==> src/rtl/pllrefcs_sel_ctrl_if.sv <==
// Signal bundle between the reference-clock supervisor and its environment.
// The slave modport is the supervisor's view; master is the driving side.
interface pllrefcs_sel_ctrl_if;
    logic       refclk0_i;
    logic       refclk1_i;
    logic       prefer_i;
    logic       force_en_i;
    logic       force_sel_i;
    logic       sel_o;
    logic       clk0_ok_o;
    logic       clk1_ok_o;
    logic       no_ref_o;
    logic       pll_rst_o;
    logic       switching_o;
    logic [7:0] switch_cnt_o;

    modport master (
        output refclk0_i, refclk1_i, prefer_i, force_en_i, force_sel_i,
        input  sel_o, clk0_ok_o, clk1_ok_o, no_ref_o, pll_rst_o, switching_o, switch_cnt_o
    );

    modport slave (
        input  refclk0_i, refclk1_i, prefer_i, force_en_i, force_sel_i,
        output sel_o, clk0_ok_o, clk1_ok_o, no_ref_o, pll_rst_o, switching_o, switch_cnt_o
    );
endinterface

==> src/rtl/pllrefcs_sel_ctrl.sv <==
// PLL reference-clock supervisor: qualifies both refclks by edge count per
// window and drives the mux select, holding the PLL in reset around each change.
//
// state  | meaning
// INIT   | no source qualified yet, PLL held in reset
// SWITCH | SEL just changed, PLL held in reset for HOLD_CYCLES
// RUN    | PLL running, watching for fail-over / revert / force
module pllrefcs_sel_ctrl #(
    parameter int WINDOW       = 256,
    parameter int MIN_EDGES    = 16,
    parameter int MAX_EDGES    = 96,
    parameter int GOOD_WINDOWS = 2,
    parameter int HOLD_CYCLES  = 64
) (
    input  logic               clk_i,
    input  logic               rst_i,
    pllrefcs_sel_ctrl_if.slave bus
);
    localparam int WW = $clog2(WINDOW);
    localparam int EW = $clog2(WINDOW + 1);
    localparam int GW = $clog2(GOOD_WINDOWS + 1);
    localparam int HW = (HOLD_CYCLES > 1) ? $clog2(HOLD_CYCLES) : 1;

    localparam logic [WW-1:0] WIN_LAST  = WW'(WINDOW - 1);
    localparam logic [EW-1:0] MIN_L     = EW'(MIN_EDGES);
    localparam logic [EW-1:0] MAX_L     = EW'(MAX_EDGES);
    localparam logic [GW-1:0] GOOD_L    = GW'(GOOD_WINDOWS);
    localparam logic [HW-1:0] HOLD_LOAD = HW'(HOLD_CYCLES - 1);

    typedef enum logic [1:0] {ST_INIT, ST_SWITCH, ST_RUN} state_t;

    logic [1:0]         s1_q, s2_q, prev_q;
    logic [WW-1:0]      win_q, win_d;
    logic [1:0][EW-1:0] ecnt_q, ecnt_d, ecnt_tot;
    logic [1:0][GW-1:0] gcnt_q, gcnt_d;
    logic [1:0]         ok_q, ok_d, edge_det, good_win;
    logic               boundary;

    state_t             state_q, state_d;
    logic               sel_q, sel_d;
    logic [HW-1:0]      hold_q, hold_d;
    logic [7:0]         cnt_q, cnt_d;
    logic               pll_rst_q, switching_q, no_ref_q;
    logic               prefer_ok, active_ok, other_ok, init_tgt, run_tgt;

    assign boundary = (win_q == WIN_LAST);
    assign win_d    = boundary ? '0 : win_q + WW'(1);

    // The edge seen on the boundary cycle still belongs to the closing window.
    always_comb begin
        edge_det = s2_q & ~prev_q;
        ecnt_tot = ecnt_q;
        ecnt_d   = ecnt_q;
        gcnt_d   = gcnt_q;
        ok_d     = ok_q;
        good_win = '0;
        for (int i = 0; i < 2; i++) begin
            if (ecnt_q[i] != '1) ecnt_tot[i] = ecnt_q[i] + EW'(edge_det[i]);
            good_win[i] = (ecnt_tot[i] >= MIN_L) && (ecnt_tot[i] <= MAX_L);
            ecnt_d[i]   = boundary ? '0 : ecnt_tot[i];
            if (boundary) begin
                if (good_win[i]) begin
                    gcnt_d[i] = (gcnt_q[i] == GOOD_L) ? GOOD_L : gcnt_q[i] + GW'(1);
                    ok_d[i]   = (gcnt_d[i] == GOOD_L);
                end else begin
                    gcnt_d[i] = '0;
                    ok_d[i]   = 1'b0;
                end
            end
        end
    end

    always_comb begin
        prefer_ok = bus.prefer_i ? ok_q[1] : ok_q[0];
        active_ok = sel_q ? ok_q[1] : ok_q[0];
        other_ok  = sel_q ? ok_q[0] : ok_q[1];
        init_tgt  = bus.force_en_i ? bus.force_sel_i : (prefer_ok ? bus.prefer_i : ok_q[1]);
        run_tgt   = sel_q;
        if (bus.force_en_i)                         run_tgt = bus.force_sel_i;
        else if (!active_ok && other_ok)            run_tgt = ~sel_q;
        else if (sel_q != bus.prefer_i && prefer_ok) run_tgt = bus.prefer_i;
    end

    always_comb begin
        state_d = state_q;
        sel_d   = sel_q;
        hold_d  = hold_q;
        cnt_d   = cnt_q;
        case (state_q)
            ST_INIT: begin
                if (|ok_q) begin
                    sel_d   = init_tgt;
                    hold_d  = HOLD_LOAD;
                    state_d = ST_SWITCH;
                end
            end
            ST_SWITCH: begin
                if (hold_q == '0) state_d = ST_RUN;
                else              hold_d  = hold_q - HW'(1);
            end
            ST_RUN: begin
                if (run_tgt != sel_q) begin
                    sel_d   = run_tgt;
                    cnt_d   = cnt_q + 8'd1;
                    hold_d  = HOLD_LOAD;
                    state_d = ST_SWITCH;
                end
            end
            default: state_d = ST_INIT;
        endcase
    end

    always_ff @(posedge clk_i) begin
        if (rst_i) begin
            s1_q        <= '0;
            s2_q        <= '0;
            prev_q      <= '0;
            win_q       <= '0;
            ecnt_q      <= '0;
            gcnt_q      <= '0;
            ok_q        <= '0;
            state_q     <= ST_INIT;
            sel_q       <= 1'b0;
            hold_q      <= '0;
            cnt_q       <= '0;
            pll_rst_q   <= 1'b1;
            switching_q <= 1'b0;
            no_ref_q    <= 1'b1;
        end else begin
            s1_q        <= {bus.refclk1_i, bus.refclk0_i};
            s2_q        <= s1_q;
            prev_q      <= s2_q;
            win_q       <= win_d;
            ecnt_q      <= ecnt_d;
            gcnt_q      <= gcnt_d;
            ok_q        <= ok_d;
            state_q     <= state_d;
            sel_q       <= sel_d;
            hold_q      <= hold_d;
            cnt_q       <= cnt_d;
            pll_rst_q   <= (state_d != ST_RUN);
            switching_q <= (state_d == ST_SWITCH);
            no_ref_q    <= ~|ok_d;
        end
    end

    assign bus.sel_o        = sel_q;
    assign bus.clk0_ok_o    = ok_q[0];
    assign bus.clk1_ok_o    = ok_q[1];
    assign bus.no_ref_o     = no_ref_q;
    assign bus.pll_rst_o    = pll_rst_q;
    assign bus.switching_o  = switching_q;
    assign bus.switch_cnt_o = cnt_q;
endmodule

==> src/flat_wrapper.sv <==
// flat-port wrapper written by rule: the top's interface ports become plain ports
module pllrefcs_sel_ctrl_flat 
#(
    parameter int WINDOW       = 256,
    parameter int MIN_EDGES    = 16,
    parameter int MAX_EDGES    = 96,
    parameter int GOOD_WINDOWS = 2,
    parameter int HOLD_CYCLES  = 64
)
  (clk_i, rst_i, bus_refclk0_i, bus_refclk1_i, bus_prefer_i, bus_force_en_i, bus_force_sel_i, bus_sel_o, bus_clk0_ok_o, bus_clk1_ok_o, bus_no_ref_o, bus_pll_rst_o, bus_switching_o, bus_switch_cnt_o);
  pllrefcs_sel_ctrl_if bus_i ();
  input  logic clk_i;
  input  logic rst_i;
  input wire logic [$bits(bus_i.refclk0_i)-1:0] bus_refclk0_i;
  input wire logic [$bits(bus_i.refclk1_i)-1:0] bus_refclk1_i;
  input wire logic [$bits(bus_i.prefer_i)-1:0] bus_prefer_i;
  input wire logic [$bits(bus_i.force_en_i)-1:0] bus_force_en_i;
  input wire logic [$bits(bus_i.force_sel_i)-1:0] bus_force_sel_i;
  output wire logic [$bits(bus_i.sel_o)-1:0] bus_sel_o;
  output wire logic [$bits(bus_i.clk0_ok_o)-1:0] bus_clk0_ok_o;
  output wire logic [$bits(bus_i.clk1_ok_o)-1:0] bus_clk1_ok_o;
  output wire logic [$bits(bus_i.no_ref_o)-1:0] bus_no_ref_o;
  output wire logic [$bits(bus_i.pll_rst_o)-1:0] bus_pll_rst_o;
  output wire logic [$bits(bus_i.switching_o)-1:0] bus_switching_o;
  output wire logic [$bits(bus_i.switch_cnt_o)-1:0] bus_switch_cnt_o;
  assign bus_i.refclk0_i = bus_refclk0_i;
  assign bus_i.refclk1_i = bus_refclk1_i;
  assign bus_i.prefer_i = bus_prefer_i;
  assign bus_i.force_en_i = bus_force_en_i;
  assign bus_i.force_sel_i = bus_force_sel_i;
  assign bus_sel_o = bus_i.sel_o;
  assign bus_clk0_ok_o = bus_i.clk0_ok_o;
  assign bus_clk1_ok_o = bus_i.clk1_ok_o;
  assign bus_no_ref_o = bus_i.no_ref_o;
  assign bus_pll_rst_o = bus_i.pll_rst_o;
  assign bus_switching_o = bus_i.switching_o;
  assign bus_switch_cnt_o = bus_i.switch_cnt_o;
  pllrefcs_sel_ctrl #(.WINDOW(WINDOW), .MIN_EDGES(MIN_EDGES), .MAX_EDGES(MAX_EDGES), .GOOD_WINDOWS(GOOD_WINDOWS), .HOLD_CYCLES(HOLD_CYCLES)) u_core (.clk_i(clk_i), .rst_i(rst_i), .bus(bus_i));
endmodule
==> config.mk <==
export PLATFORM = sky130hd
export DESIGN_NAME = pllrefcs_sel_ctrl_flat
export DESIGN_NICKNAME = d
export VERILOG_FILES = /design/src/rtl/pllrefcs_sel_ctrl_if.sv /design/src/rtl/pllrefcs_sel_ctrl.sv /design/src/flat_wrapper.sv
export SDC_FILE = /design/constraint.sdc
export NUM_CORES = 1
export LEC_CHECK = 0
export CAP_MARGIN = 20
export CORE_UTILIZATION = 45
export DETAILED_ROUTE_END_ITERATION = 8
export PLACE_DENSITY_LB_ADDON = 0.12
export SLEW_MARGIN = 20
export SYNTH_ARGS = -nofsm -noshare
export SYNTH_HDL_FRONTEND = slang
export SYNTH_SLANG_ARGS = --single-unit
==> constraint.sdc <==
create_clock -name clk_i -period 6.1 [get_ports clk_i]
set_input_delay 1.22 -clock clk_i [delete_from_list [all_inputs] [get_ports clk_i]]
set_output_delay 1.22 -clock clk_i [all_outputs]
set_load 0.02 [all_outputs]
==> results.yml, run 1 <==
clocking:
  cts_resized: 0
  cts_inserted_buffers: 9
  worstSkewPairLatency_ps: 340
  clkSlewWorstSetupHoldPaths_ps: 70
  cts_setup_buffers: 0
  root_buffer: "clkbuf_8"
  htreeDepth: 3
  clock-sinks: 58
  hold_buffers: 0
  max-clock-path-buffers: 2
  cts_tree: "built"
timing:
  finalClockSkew_ps: 10.9
  setup_tns_ps: 0
  period_share_pct: 52.1
  fmax_mhz: 315
  final_max_slew_viol_count: 0
  fin_ws_ps: 2920
  slew_headroom_pct: 29.9
  final_hold_viol_count: 0
  timing.hold.ws_ps: 439
  setup_viol: 0
  worstMarginPinSlew_ps: 1050
  rsz0062_at_grt: "no"
  finalCriticalPeriod_ps: 3180
pwr:
  powerDensity_nw_per_um2: 246
  internal_power_w: 0.000633
  power.share.clock_pct: 49.0
  peakVddDrop_v: 0.000175
  sw_frac_of_total_pct: 21.0
  switchingPower_w: 0.000168
  p_total_w: 0.000801
  seqPwrFrac_pct: 48.2
  p_comb_share_pct: 2.7
  p_leak_nw: 1.13
cells_and_area:
  fin_area_sq_um: 3250
  fillers: 559
  insertedDiodeCount: 0
  area_growth_pct: 15.4
  drive_gt1_share_pct: 9.88
  multiInputGateArea_sq_um: 1540
  nets: 356
  regArea_sq_um: 1160
yosys:
  ys.warnings.count: 0
  synthCells: 323
  ys_top_cells_by_area: "dfxtp_1, nor2_1, ha_1, nor2b_1, xnor2_1"
  yosys.area_share.simple_pct: 27.8
  synth.top_cells.by_count: "dfxtp_1, nor2_1, nand2_1"
  yosysSeqAreaShare_pct: 41.2
  synth_nets: 340
  synthDistinctLibCells: 58
  yosysMostFrequentCell: "dfxtp_1"
  synth_compound_area_share_pct: 17.5
  synth.top_cell.area_share_pct: 41.2
  synth_fa_ha_area_share_pct: 4.44
  yosys.area.top_type: "dfxtp_1"
  synthMuxAreaShare_pct: 0.355
  synth_area_sq_um: 2820
  synth_flop_cell: "dfxtp_1"
  synth_top_family_by_area: "simple AND/OR/NAND/NOR gates"
  avgSynthCellArea_sq_um: 8.73
  ys_async_sr_fraction_pct: 0
  ys_ff_latch: 58
  synth_edf_count: 0
  synthXorXnorAreaFrac_pct: 4.35
global_route:
  grt_pass1_vias: 2134
  grt_first_pass_wirelength_um: 9450
  overflow: 0
  grt_start_max_net_pins: 31
  antenna_found_initial: 0
  gr-usage-all-layers_pct: 18.9
routing:
  vias: 2265
  dr.pass1.iters: 4
  wl_per_cell_um: 13.2
  dr.first_iter.drc_count: 95
  viasPerCell: 5.41
  drc: 0
  drt_wl_total_um: 5510
  ant_nets: 0
place:
  pre_cts_ws_ps: 2560
  io_buffers: 20
  placed_area_sq_um: 3030
  dpl.hpwl_um: 3770
  routabilityCongestion: 0.799
floorplan:
  rows: 28
  ioPinCount: 21
  dieArea_sq_um: 6580
  core_area_sq_um: 5990
  die_w_um: 81.1
  die_h_um: 81.1
  start_util_pct: 47.1
setup_path:
  cp_max_fo: 12
  cp.required_ps: 6270
  crit_arrival_ps: 3340
  worstSetupStartpointType: "input port"
  end_kind: "flip-flop"
  path_class: "in2reg"
job:
  max-cap-violations: 0
run_status:
  status: "completed"
min_path:
  hp-class: "reg2reg"
==> routing by layer <==
metal  wire [um]  global-route usage (%)  part of all wire (%)  up-vias
met5           0                       0                     0        -
met3         249                    7.30                   4.5        8
met4          70                    6.25                   1.3        0
li1            -                       -                     -     1184
met1        2830                    24.5                    51     1037
met2        2370                    28.6                    43       36
==> power by group through the flow <==
stage | logic, W | clock network [W] | registers, W
6_report | 0.0000218 | 0.000393 | 0.000387
5_1_grt | 0.0000247 | 0.000420 | 0.000387
4_1_cts | 0.0000222 | 0.000404 | 0.000386
3_5_place_dp | 0.0000222 | 0 | 0.000395
3_3_place_gp | 0.0000220 | 0 | 0.000395
2_1_floorplan | 0.0000150 | 0 | 0.000394
==> layout make-up <==
type / count / area share, %
Clock buffer: 11 / 4.35
Clock inverter: 5 / 2.39
Timing Repair Buffer: 20 / 6.16
Sequential cell: 58 / 35.7
Inverter: 11 / 1.27
Tap cell: 75 / 2.89
Multi-Input combinational cell: 239 / 47.2
==> placed cells by master, fill, tap and decap left out, types with 2 or more instances in the layout <==
cell	count
a311oi_1	7
nor2_1	43
nor3_1	17
bufinv_16	2
and3_2	2
o31a_1	2
nand4_1	7
o2111ai_1	2
xnor2_1	10
a21o_2	2
nand2b_1	4
and4_1	2
or2_2	4
clkdlybuf4s50_1	20
a21oi_1	17
clkbuf_8	10
clkinv_2	2
a211oi_1	5
nand3_1	12
xor2_1	4
nor3b_1	2
and4b_1	2
dfxtp_1	58
nand2_1	19
a31oi_1	5
o21ai_0	14
or3_1	2
ha_1	10
inv_1	11
nor2b_1	14
and2_1	5
==> worst max-delay path, stage by stage <==
cell	delay, ps
clkdlybuf4s50_1	470
and2_1	140
o32ai_1	100
o211ai_1	710
nand2_1	400
a21oi_1	220
a311oi_1	70
==> per-stage QoR <==
step	instances	utilization (%)
after floorplan	323	-
after global placement	403	50.6
after detailed placement	403	50.6
after CTS	419	54.3
after global routing	419	54.3
final	419	54.3
==> registers in the layout, summed over array words and instances (netlist names) <==
register / count
u_core.state_q: 2
u_core.ecnt_q: 18
u_core.bus.sel_o: 1
u_core.gcnt_q: 4
u_core.bus.no_ref_o: 1
u_core.prev_q: 2
u_core.bus.switch_cnt_o: 8
u_core.s1_q: 2
u_core.s2_q: 2
u_core.bus.switching_o: 1
u_core.hold_q: 6
u_core.win_q: 8
u_core.ok_q: 2
u_core.bus.pll_rst_o: 1
==> path summary, 6_finish.rpt <==
path	startpoint	to	slack [ps]	cells past startpoint
min reg2reg	u_core.s1_q[0]$_SDFF_PP0_	u_core.s2_q[0]$_SDFF_PP0_	440	1
min	u_core.s1_q[0]$_SDFF_PP0_	u_core.s2_q[0]$_SDFF_PP0_	440	1
max	bus_prefer_i	u_core.hold_q[2]$_SDFFE_PP0P_	2920	7
max reg2reg	u_core.s2_q[0]$_SDFF_PP0_	u_core.bus.no_ref_o$_SDFF_PP1_	3460	9
==> cells by family after synthesis <==
kind of cell / Yosys count
buf+inv: 26
flops: 58
compound gates: 69
mux: 1
simple gates: 145
fa+ha+maj: 10
xor+xnor: 14
Power figures use the tool's default switching activity.
==> inputs of run 2 (changes only) <==
clock period = 3.3 ns   (was 6.1 ns; I/O delays follow)
==> run 2 against run 1 <==
  * Non-clock buffer count increased by 3
  * Largest cell class unchanged
  * Clock power rose by 83%
  * Count of clock-buffer cells in the layout stayed put
  * Worst hold slack better by 10 ps
  * Setup slack worse by 2200 ps
  * Wire length barely moved
  * Critical path depth rose by 2
  * Sequential power increased by 84%
  * Highest routed layer unchanged
  * Flip-flop and latch count did not move
  * Core utilization rose by 0.38 points
  * Design area grew 0.69%
  * Register-to-register slack lost 2700 ps
==> results.yml, run 2 (synthesis results as in run 1) <==
setup_path:
  crit_top_cell: "ha_1"
  end_kind: "flip-flop"
  reg2reg_depth: 9
  cp_slowest_stage_delay_ps: 370
  worstSetupStartpointType: "flip-flop"
  reg2reg_slack_ps: 760
  cp.required_ps: 3530
  path_class: "reg2reg"
  rr_endpoint: "u_core.bus.no_ref_o$_SDFF_PP1_"
  cp_max_fo: 8
  crit_arrival_ps: 2770
  path_cells: "nor2b_1, ha_1, ha_1, nand4_2, o21bai_4, a2111oi_4, a22oi_2, nor4_4, and3b_1"
  cp_slowest_cell: "a2111oi_4"
  timing.rr.start: "u_core.s2_q[0]$_SDFF_PP0_"
cells_and_area:
  regMostFlops: "u_core.ecnt_q"
  utilization_pct: 54.7
  final_cell_mix: "dfxtp_1, nor2_1, clkdlybuf4s50_1"
  final_common_cell: "dfxtp_1"
  largest_reg_flops: 18
  insertedDiodeCount: 0
  drive_gt1_share_pct: 10.7
  area_growth_pct: 16.2
  fillers: 578
  nets: 359
timing:
  slew_headroom_pct: 56.4
  setup_viol: 0
  final_max_slew_viol_count: 0
  final_hold_viol_count: 0
  rsz0062_at_grt: "no"
  setup_tns_ps: 0
  finalClockSkew_ps: 6.90
  fmax_mhz: 394
  finalCriticalPeriod_ps: 2540
  period_share_pct: 76.9
  worstMarginPinSlew_ps: 652
clocking:
  clkSlewWorstSetupHoldPaths_ps: 70
  htreeDepth: 3
  hold_buffers: 0
  cts_resized: 0
  cts_tree: "built"
  root_buffer: "clkbuf_8"
  worstSkewPairLatency_ps: 340
  cts_setup_buffers: 0
  cts_inserted_buffers: 9
  clock-sinks: 58
  max-clock-path-buffers: 2
floorplan:
  die_h_um: 81.1
  dieArea_sq_um: 6580
  ioPinCount: 21
  rows: 28
  core_area_sq_um: 5990
  start_util_pct: 47.1
  die_w_um: 81.1
routing:
  vias: 2298
  drc: 0
  dr.first_iter.drc_count: 98
  dr.pass1.iters: 4
  wl_per_cell_um: 13.1
  viasPerCell: 5.45
  ant_nets: 0
  drt_wl_total_um: 5520
min_path:
  hold_depth: 1
  hp-class: "reg2reg"
  hold_end: "u_core.s2_q[0]$_SDFF_PP0_"
  worstHoldStart: "u_core.s1_q[0]$_SDFF_PP0_"
place:
  routabilityCongestion: 0.821
  io_buffers: 20
  dpl.hpwl_um: 3860
run_status:
  status: "completed"
global_route:
  overflow: 0
  grt_start_max_net_pins: 21
  grt_pass1_vias: 2036
  gr-usage-all-layers_pct: 18.8
  grt_first_pass_wirelength_um: 9390
  antenna_found_initial: 0
job:
  max-cap-violations: 0
pwr:
  powerDensity_nw_per_um2: 451
  peakVddDrop_v: 0.000248
  p_leak_nw: 1.15
-- run 2: cell count changes in the layout (fill, tap and decap cells not counted) --
| cell | delta |
|---|---|
| buf_4 | +3 |
-- run 2: cell type report --
| type | count | area (sq um) | area share, % |
|---|---|---|---|
| clock inverters | 5 | 77.6 | 2.37 |
| multi-input cells | 239 | 1540 | 46.9 |
| well taps | 75 | 93.8 | 2.87 |
| inverters | 11 | 41.3 | 1.26 |
| clock buffers | 11 | 141 | 4.32 |
| repair buffers | 23 | 223 | 6.80 |
| flip-flops and latches | 58 | 1160 | 35.5 |
-- run 2: critical path, delay by kind of cell, from the launching register on --
family,cells,cell delay (ps)
fa+ha+maj,2,520
flops,1,320
simple gates,4,840
compound gates,3,750
-- run 2: worst max-delay path by stage --
stage,start,to,slack [ps],cells past startpoint
global route,u_core.s2_q[0]$_SDFF_PP0_,u_core.bus.no_ref_o$_SDFF_PP1_,530,9
CTS,u_core.s2_q[0]$_SDFF_PP0_,u_core.bus.no_ref_o$_SDFF_PP1_,770,9
finish,u_core.s2_q[0]$_SDFF_PP0_,u_core.bus.no_ref_o$_SDFF_PP1_,760,9
global placement,u_core.s2_q[0]$_SDFF_PP0_,u_core.bus.no_ref_o$_SDFF_PP1_,870,9
floorplan,u_core.s2_q[0]$_SDFF_PP0_,u_core.bus.no_ref_o$_SDFF_PP1_,990,9
detailed placement,u_core.s2_q[0]$_SDFF_PP0_,u_core.bus.no_ref_o$_SDFF_PP1_,770,9
-- run 2: stage by stage --
stage / cell area [sq um] / hold WS, ps / std cells / power (W) / setup WS [ps]
after floorplan: 2820 / 414 / 323 / 0.000756 / 993
final: 3270 / 449 / 422 / 0.00148 / 762
after detailed placement: 3060 / 444 / 406 / 0.000773 / 770
after global placement: 3060 / 440 / 406 / 0.000773 / 869
after global routing: 3270 / 461 / 422 / 0.00154 / 530
after CTS: 3270 / 451 / 422 / 0.00150 / 765
-- run 2: power breakdown --
| part | switching (W) | internal, W | total, W |
|---|---|---|---|
| logic | 0.0000218 | 0.0000204 | 0.0000422 |
| clock network | 0.000278 | 0.000443 | 0.000721 |
| registers | 0.00000645 | 0.000708 | 0.000714 |
| total | 0.000307 | 0.00117 | 0.00148 |
-- run 2: routing by layer --
layer | up-vias | routed length, um | part of all wire [%] | global-route usage [%]
li1 | 1191 | - | - | -
met1 | 1055 | 2740 | 50 | 24.2
met2 | 44 | 2410 | 44 | 28.3
met3 | 8 | 269 | 4.9 | 5.73
met4 | 0 | 94 | 1.7 | 9.11
met5 | - | 0 | 0 | 0
